==> src/rtl/ibtb_gh_tracker_if.sv <==
// Fetch/resolve/retire bus between the core pipeline and the ibtb global-history tracker.
interface ibtb_gh_tracker_if #(
  parameter int unsigned GH_BITS      = 12,
  parameter int unsigned CKPT_ENTRIES = 8
);
  localparam int unsigned IDX_W = $clog2(CKPT_ENTRIES);
  localparam int unsigned CNT_W = IDX_W + 1;

  logic               pred_valid;
  logic [37:0]        pred_tgt_pc38;
  logic               pred_ready;
  logic [IDX_W-1:0]   pred_ckpt_idx;
  logic [GH_BITS-1:0] read_ibtb_gh;
  logic               restore_valid;
  logic [IDX_W-1:0]   restore_ckpt_idx;
  logic [37:0]        restore_tgt_pc38;
  logic               retire_valid;
  logic [37:0]        retire_tgt_pc38;
  logic               retire_ckpt_valid;
  logic [GH_BITS-1:0] retire_ibtb_gh;
  logic               flush_valid;
  logic [CNT_W-1:0]   ckpt_count;

  modport master (
    output pred_valid, pred_tgt_pc38, restore_valid, restore_ckpt_idx, restore_tgt_pc38,
           retire_valid, retire_tgt_pc38, flush_valid,
    input  pred_ready, pred_ckpt_idx, read_ibtb_gh, retire_ckpt_valid, retire_ibtb_gh, ckpt_count
  );

  modport slave (
    input  pred_valid, pred_tgt_pc38, restore_valid, restore_ckpt_idx, restore_tgt_pc38,
           retire_valid, retire_tgt_pc38, flush_valid,
    output pred_ready, pred_ckpt_idx, read_ibtb_gh, retire_ckpt_valid, retire_ibtb_gh, ckpt_count
  );
endinterface

==> src/rtl/ibtb_gh_tracker.sv <==
// Speculative global history for the ibtb with a per-branch checkpoint queue,
// mispredict restore, flush to architectural history and retire-side history output.
module ibtb_gh_tracker #(
  parameter int unsigned GH_BITS      = 12,
  parameter int unsigned CKPT_ENTRIES = 8
) (
  input  logic            CLK,
  input  logic            nRST,
  ibtb_gh_tracker_if.slave bus
);
  localparam int unsigned IDX_W = $clog2(CKPT_ENTRIES);
  localparam int unsigned CNT_W = IDX_W + 1;

  logic [GH_BITS-1:0] gh_q, gh_d;
  logic [GH_BITS-1:0] arch_gh_q, arch_gh_d;
  logic [IDX_W-1:0]   head_q, head_d;
  logic [IDX_W-1:0]   tail_q, tail_d;
  logic [CNT_W-1:0]   count_q, count_d;
  logic [GH_BITS-1:0] ckpt_q [CKPT_ENTRIES];

  logic retire_fire;
  logic pred_fire;
  logic pred_ready_c;

  function automatic logic [GH_BITS-1:0] shift_gh(input logic [GH_BITS-1:0] g,
                                                  input logic [1:0]         t);
    return {g[GH_BITS-3:0], t};
  endfunction

  assign pred_ready_c = (count_q < CNT_W'(CKPT_ENTRIES));

  // Next-state: flush beats restore beats pred; retire is applied alongside all three.
  always_comb begin
    gh_d        = gh_q;
    arch_gh_d   = arch_gh_q;
    head_d      = head_q;
    tail_d      = tail_q;
    count_d     = count_q;
    pred_fire   = 1'b0;
    retire_fire = bus.retire_valid && (count_q != '0);

    if (retire_fire) begin
      arch_gh_d = shift_gh(arch_gh_q, bus.retire_tgt_pc38[1:0]);
      head_d    = head_q + IDX_W'(1);
    end

    if (bus.flush_valid) begin
      gh_d    = arch_gh_d;
      head_d  = '0;
      tail_d  = '0;
      count_d = '0;
    end else if (bus.restore_valid) begin
      gh_d    = shift_gh(ckpt_q[bus.restore_ckpt_idx], bus.restore_tgt_pc38[1:0]);
      tail_d  = bus.restore_ckpt_idx + IDX_W'(1);
      count_d = CNT_W'(IDX_W'(bus.restore_ckpt_idx - head_q)) + CNT_W'(1)
                - CNT_W'(retire_fire);
    end else if (bus.pred_valid && pred_ready_c) begin
      pred_fire = 1'b1;
      gh_d      = shift_gh(gh_q, bus.pred_tgt_pc38[1:0]);
      tail_d    = tail_q + IDX_W'(1);
      count_d   = count_q + CNT_W'(1) - CNT_W'(retire_fire);
    end else begin
      count_d   = count_q - CNT_W'(retire_fire);
    end
  end

  always_ff @(posedge CLK) begin
    if (!nRST) begin
      gh_q      <= '0;
      arch_gh_q <= '0;
      head_q    <= '0;
      tail_q    <= '0;
      count_q   <= '0;
    end else begin
      gh_q      <= gh_d;
      arch_gh_q <= arch_gh_d;
      head_q    <= head_d;
      tail_q    <= tail_d;
      count_q   <= count_d;
    end
  end

  // Checkpoint storage is data only and carries no reset.
  always_ff @(posedge CLK) begin
    if (nRST && pred_fire) begin
      ckpt_q[tail_q] <= gh_q;
    end
  end

  assign bus.read_ibtb_gh      = gh_q;
  assign bus.ckpt_count        = count_q;
  assign bus.pred_ready        = pred_ready_c;
  assign bus.pred_ckpt_idx     = tail_q;
  assign bus.retire_ckpt_valid = (count_q != '0);
  assign bus.retire_ibtb_gh    = ckpt_q[head_q];

  logic unused_tgt_bits;
  assign unused_tgt_bits = ^{bus.pred_tgt_pc38[37:2], bus.restore_tgt_pc38[37:2],
                             bus.retire_tgt_pc38[37:2]};
endmodule

==> src/flat_wrapper.sv <==
// flat-port wrapper written by rule: the top's interface ports become plain ports
module ibtb_gh_tracker_flat 
#(
  parameter int unsigned GH_BITS      = 12,
  parameter int unsigned CKPT_ENTRIES = 8
)
  (CLK, nRST, bus_pred_valid, bus_pred_tgt_pc38, bus_restore_valid, bus_restore_ckpt_idx, bus_restore_tgt_pc38, bus_retire_valid, bus_retire_tgt_pc38, bus_flush_valid, bus_pred_ready, bus_pred_ckpt_idx, bus_read_ibtb_gh, bus_retire_ckpt_valid, bus_retire_ibtb_gh, bus_ckpt_count);
  ibtb_gh_tracker_if #(.GH_BITS(GH_BITS), .CKPT_ENTRIES(CKPT_ENTRIES)) bus_i ();
  input  logic CLK;
  input  logic nRST;
  input wire logic [$bits(bus_i.pred_valid)-1:0] bus_pred_valid;
  input wire logic [$bits(bus_i.pred_tgt_pc38)-1:0] bus_pred_tgt_pc38;
  input wire logic [$bits(bus_i.restore_valid)-1:0] bus_restore_valid;
  input wire logic [$bits(bus_i.restore_ckpt_idx)-1:0] bus_restore_ckpt_idx;
  input wire logic [$bits(bus_i.restore_tgt_pc38)-1:0] bus_restore_tgt_pc38;
  input wire logic [$bits(bus_i.retire_valid)-1:0] bus_retire_valid;
  input wire logic [$bits(bus_i.retire_tgt_pc38)-1:0] bus_retire_tgt_pc38;
  input wire logic [$bits(bus_i.flush_valid)-1:0] bus_flush_valid;
  output wire logic [$bits(bus_i.pred_ready)-1:0] bus_pred_ready;
  output wire logic [$bits(bus_i.pred_ckpt_idx)-1:0] bus_pred_ckpt_idx;
  output wire logic [$bits(bus_i.read_ibtb_gh)-1:0] bus_read_ibtb_gh;
  output wire logic [$bits(bus_i.retire_ckpt_valid)-1:0] bus_retire_ckpt_valid;
  output wire logic [$bits(bus_i.retire_ibtb_gh)-1:0] bus_retire_ibtb_gh;
  output wire logic [$bits(bus_i.ckpt_count)-1:0] bus_ckpt_count;
  assign bus_i.pred_valid = bus_pred_valid;
  assign bus_i.pred_tgt_pc38 = bus_pred_tgt_pc38;
  assign bus_i.restore_valid = bus_restore_valid;
  assign bus_i.restore_ckpt_idx = bus_restore_ckpt_idx;
  assign bus_i.restore_tgt_pc38 = bus_restore_tgt_pc38;
  assign bus_i.retire_valid = bus_retire_valid;
  assign bus_i.retire_tgt_pc38 = bus_retire_tgt_pc38;
  assign bus_i.flush_valid = bus_flush_valid;
  assign bus_pred_ready = bus_i.pred_ready;
  assign bus_pred_ckpt_idx = bus_i.pred_ckpt_idx;
  assign bus_read_ibtb_gh = bus_i.read_ibtb_gh;
  assign bus_retire_ckpt_valid = bus_i.retire_ckpt_valid;
  assign bus_retire_ibtb_gh = bus_i.retire_ibtb_gh;
  assign bus_ckpt_count = bus_i.ckpt_count;
  ibtb_gh_tracker #(.GH_BITS(GH_BITS), .CKPT_ENTRIES(CKPT_ENTRIES)) u_core (.CLK(CLK), .nRST(nRST), .bus(bus_i));
endmodule
==> config.mk <==
export PLATFORM = sky130hd
export DESIGN_NAME = ibtb_gh_tracker_flat
export DESIGN_NICKNAME = d
export VERILOG_FILES = /design/src/rtl/ibtb_gh_tracker_if.sv /design/src/rtl/ibtb_gh_tracker.sv /design/src/flat_wrapper.sv
export SDC_FILE = /design/constraint.sdc
export NUM_CORES = 1
export LEC_CHECK = 0
export CORE_MARGIN = 2
export CORE_UTILIZATION = 45
export DETAILED_ROUTE_END_ITERATION = 10
export GPL_TIMING_DRIVEN = 0
export PLACE_DENSITY = 0.74
export SLEW_MARGIN = 40
export SYNTH_ARGS = -nofsm -noshare
export SYNTH_HDL_FRONTEND = slang
export SYNTH_SLANG_ARGS = --single-unit
==> constraint.sdc <==
create_clock -name CLK -period 5.2 [get_ports CLK]
set_input_delay 1.04 -clock CLK [delete_from_list [all_inputs] [get_ports CLK]]
set_output_delay 1.04 -clock CLK [all_outputs]
set_load 0.01 [all_outputs]
==> summary.md <==
| Metric | Value |
|---|---|
| Share of the yosys chip area belonging to registers | 58.86% |
| # rows | 42 |
| Die Wd | 121.0 um |
| Antenna-violating nets left | 0 |
| Post-synthesis instance area | 6156 um2 |
| Mapped Nets | 527 |
| Post-CTS Setup Inserts | 0 |
| Asr flop ratio synth | 0% |
| Clock-pin slew on the worst setup and hold paths | 0.06 ns |
| Wire per inst | 21.56 um |
| Post-DR vias/cell | 5.698 |
| Inserted Clock Buffers | 17 |
| Worst Setup Start Kind | register |
| Detailed placement HPWL | 9543 um |
| DR vias | 3692 |
| CP max stage delay | 0.49 ns |
| Total gr overflow | 0 |
| CTS Hold Buffers Added | 0 |
| Power Dens Cells | 349.6 nW/um2 |
| Kind of critical path | reg -> out |
| Max-slew violations | 0 |
| Unrepaired setup endpoints after global routing | no |
| Core area | 13300 um2 |
| CP required | 4.16 ns |
| First-pass GRT wire length | 21710 um |
| Final nets | 594 |
| Die height | 121.0 um |
| Synth unique cells | 38 |
| CP Capture Type | output port |
| Area Overhead vs Synth | 22.24% |
| H-tree depth | 4 |
| Setup TNS | 0 ns |
| IO Count | 156 |
| Drt total wl | 13970 um |
| Vias in the first global route | 3863 |
| Flops & latches, synth | 133 |
| Pin count of the biggest net entering global routing | 17 |
| CP top delay family | buffers and inverters |
| Gate Count Post-Synth | 391 |
| CTS tree | built |
| Primary FF master, synth | edfxtp_1 |
| EDFF count, synth | 96 |
| Final hold vios | 0 |
| Gr usage total | 20.71% |
| Number of buffers added on ports | 44 |
| Initial Utilization | 46.30% |
| Post-Route Skew | 0.008960 ns |
| Worst Path Buf+Inv | 3 |
| 1st-pass router iterations | 5 |
| Pwr Total | 2.631 mW |
| Share of cells above drive strength 1 | 26.75% |
| Post-cts sizing count | 0 |
| Clock sinks | 133 |
| Initial antenna violation count | 1 |
| Final min period | 3.574 ns |
| Max Root-Sink Buffers | 2 |
| Leak pwr | 2.628 nW |
| Top cell type's share of synthesized area | 46.83% |
| Max rail drop VDD | 0.1956 mV |
| Max_cap viols | 0 |
| # setup viols final | 0 |
| WP data arrival | 2.53 ns |
| Top cell type by total area after synthesis | edfxtp_1 |
| Yosys warns | 0 |
| Die area | 14630 um2 |
| DRC violations left | 0 |
| Slew Limit Headroom | 44.16% |
| Status | complete, no violations |
| HP Class | reg -> reg |
| Worst path slowest cell | clkdlybuf4s50_1 |
| Worst-margin pin slew | 0.8376 ns |
| Final Cycle Share | 68.73% |
| Root Buffer | clkbuf_16 |
| CP Cell Sequence | clkbuf_1 > buf_2 > mux4_2 > mux2_2 > clkdlybuf4s50_1 |
| Largest cells by area after synthesis | edfxtp_1 (47%), mux4_2 (15%), dfxtp_1 (12%), mux2_2 (4.2%), mux2i_1 (3.9%) |
| RePlAce Congestion | 0.7827 |
| Worst skew pair latency | 0.42 ns |
| Mapped Avg Cell Area | 15.74 um2 |
| Fmax achieved | 279.8 MHz |
| Drt first-iter violations | 520 |
| Max Fanout on Critical Path | 10 |
==> tightest hold or removal path: stages, from the launching register on <==
cell	delay [ns]
dfxtp_1	0.31
nand2_1	0.05
a21oi_1	0.06
==> kinds of logic after synthesis <==
group / after synthesis / synth area share [%]
adders and majority gates: 13 / 2.764
muxes: 89 / 23.48
and+or+nand+nor: 62 / 5.041
AOI/OAI and AO/OA: 44 / 4.756
buffers and inverters: 40 / 3.679
DFF: 133 / 58.86
xor gates and xnor gates: 10 / 1.423
==> metrics by stage <==
step | cell area (um2) | utilization (%) | setup slack (ns) | hold slack, ns | std cells
after floorplan | 6156 | - | 2.223 | 0.4325 | 391
after CTS | 7512 | 56.50 | 1.593 | 0.4607 | 647
after global routing | 7522 | 56.58 | 1.529 | 0.4792 | 647
after detailed placement | 6877 | 51.72 | 1.581 | 0.4509 | 615
after global placement | 6817 | 51.27 | 0.8437 | 0.4414 | 611
final | 7525 | 56.60 | 1.626 | 0.4659 | 648
==> cell usage in the layout (no fill, tap or decap), types with 6 or more instances in the layout <==
cell type | netlist | layout
a21oi_1 | 8 | 8
a221oi_1 | 10 | 10
buf_2 | 10 | 12
buf_6 | 6 | 6
clkbuf_1 | 8 | 11
clkbuf_16 | 0 | 22
clkdlybuf4s50_1 | 0 | 44
dfxtp_1 | 37 | 37
edfxtp_1 | 96 | 96
ha_1 | 12 | 12
inv_1 | 13 | 13
mux2_2 | 23 | 23
mux2i_1 | 24 | 24
mux4_2 | 42 | 42
nand2_1 | 13 | 13
nand2b_1 | 6 | 6
nand3_1 | 7 | 7
nor2_1 | 25 | 19
o21ai_0 | 14 | 14
xnor2_1 | 7 | 7
==> power by group <==
part	leakage, nW	switching [mW]	internal [mW]
Sequential	1.17	0.0272	1.15
Combinational	1.15	0.107	0.114
Clock	0.305	0.425	0.803
Total	2.63	0.560	2.07
==> layout make-up <==
type,instances,area [um2]
antenna,1,2.502
buffer,26,171.4
clock buffer,29,616.8
clock inverter,3,18.77
fill,1029,5771
inverter,14,55.05
multi-input combinational,218,2351
sequential,133,3623
tap,176,220.2
timing repair buffer,48,465.4
==> per-layer routing <==
layer | routed length (um) | share of wire [%] | up-vias | track usage [%]
li1 | - | - | 1678 | -
met1 | 5649 | 40 | 1855 | 26.52
met2 | 7099 | 51 | 138 | 34.06
met3 | 1000 | 7.2 | 21 | 5.592
met4 | 224 | 1.6 | 0 | 7.267
met5 | 0 | 0 | - | 0
==> cell usage after synthesis (7+ instances only) <==
| cell type | count |
|---|---|
| a21oi_1 | 8 |
| a221oi_1 | 10 |
| buf_2 | 10 |
| clkbuf_1 | 8 |
| dfxtp_1 | 37 |
| edfxtp_1 | 96 |
| ha_1 | 12 |
| inv_1 | 13 |
| mux2_2 | 23 |
| mux2i_1 | 24 |
| mux4_2 | 42 |
| nand2_1 | 13 |
| nand3_1 | 7 |
| nor2_1 | 25 |
| o21ai_0 | 14 |
| xnor2_1 | 7 |
==> path summary, 6_finish.rpt <==
kind | depth (start not counted) | slack, ns | to | startpoint
max | 5 | 1.63 | bus_retire_ibtb_gh[1] | register
max reg2reg | 14 | 2.76 | u_core.bus.ckpt_count[3]$_SDFF_PP0_ | u_core.bus.ckpt_count[3]$_SDFF_PP0_
min reg2reg | 2 | 0.47 | u_core.arch_gh_q[10]$_SDFF_PN0_ | u_core.arch_gh_q[10]$_SDFF_PN0_
min | 2 | 0.47 | u_core.arch_gh_q[10]$_SDFF_PN0_ | u_core.arch_gh_q[10]$_SDFF_PN0_
==> registers in the layout (all words and copies together), names as in the netlist, named ones only <==
name and count:
u_core.arch_gh_q 12, u_core.bus.ckpt_count 4, u_core.bus.pred_ckpt_idx 3, u_core.bus.read_ibtb_gh 12
u_core.ckpt_q 96, u_core.head_q 3
(Power assumes the default switching activity.)
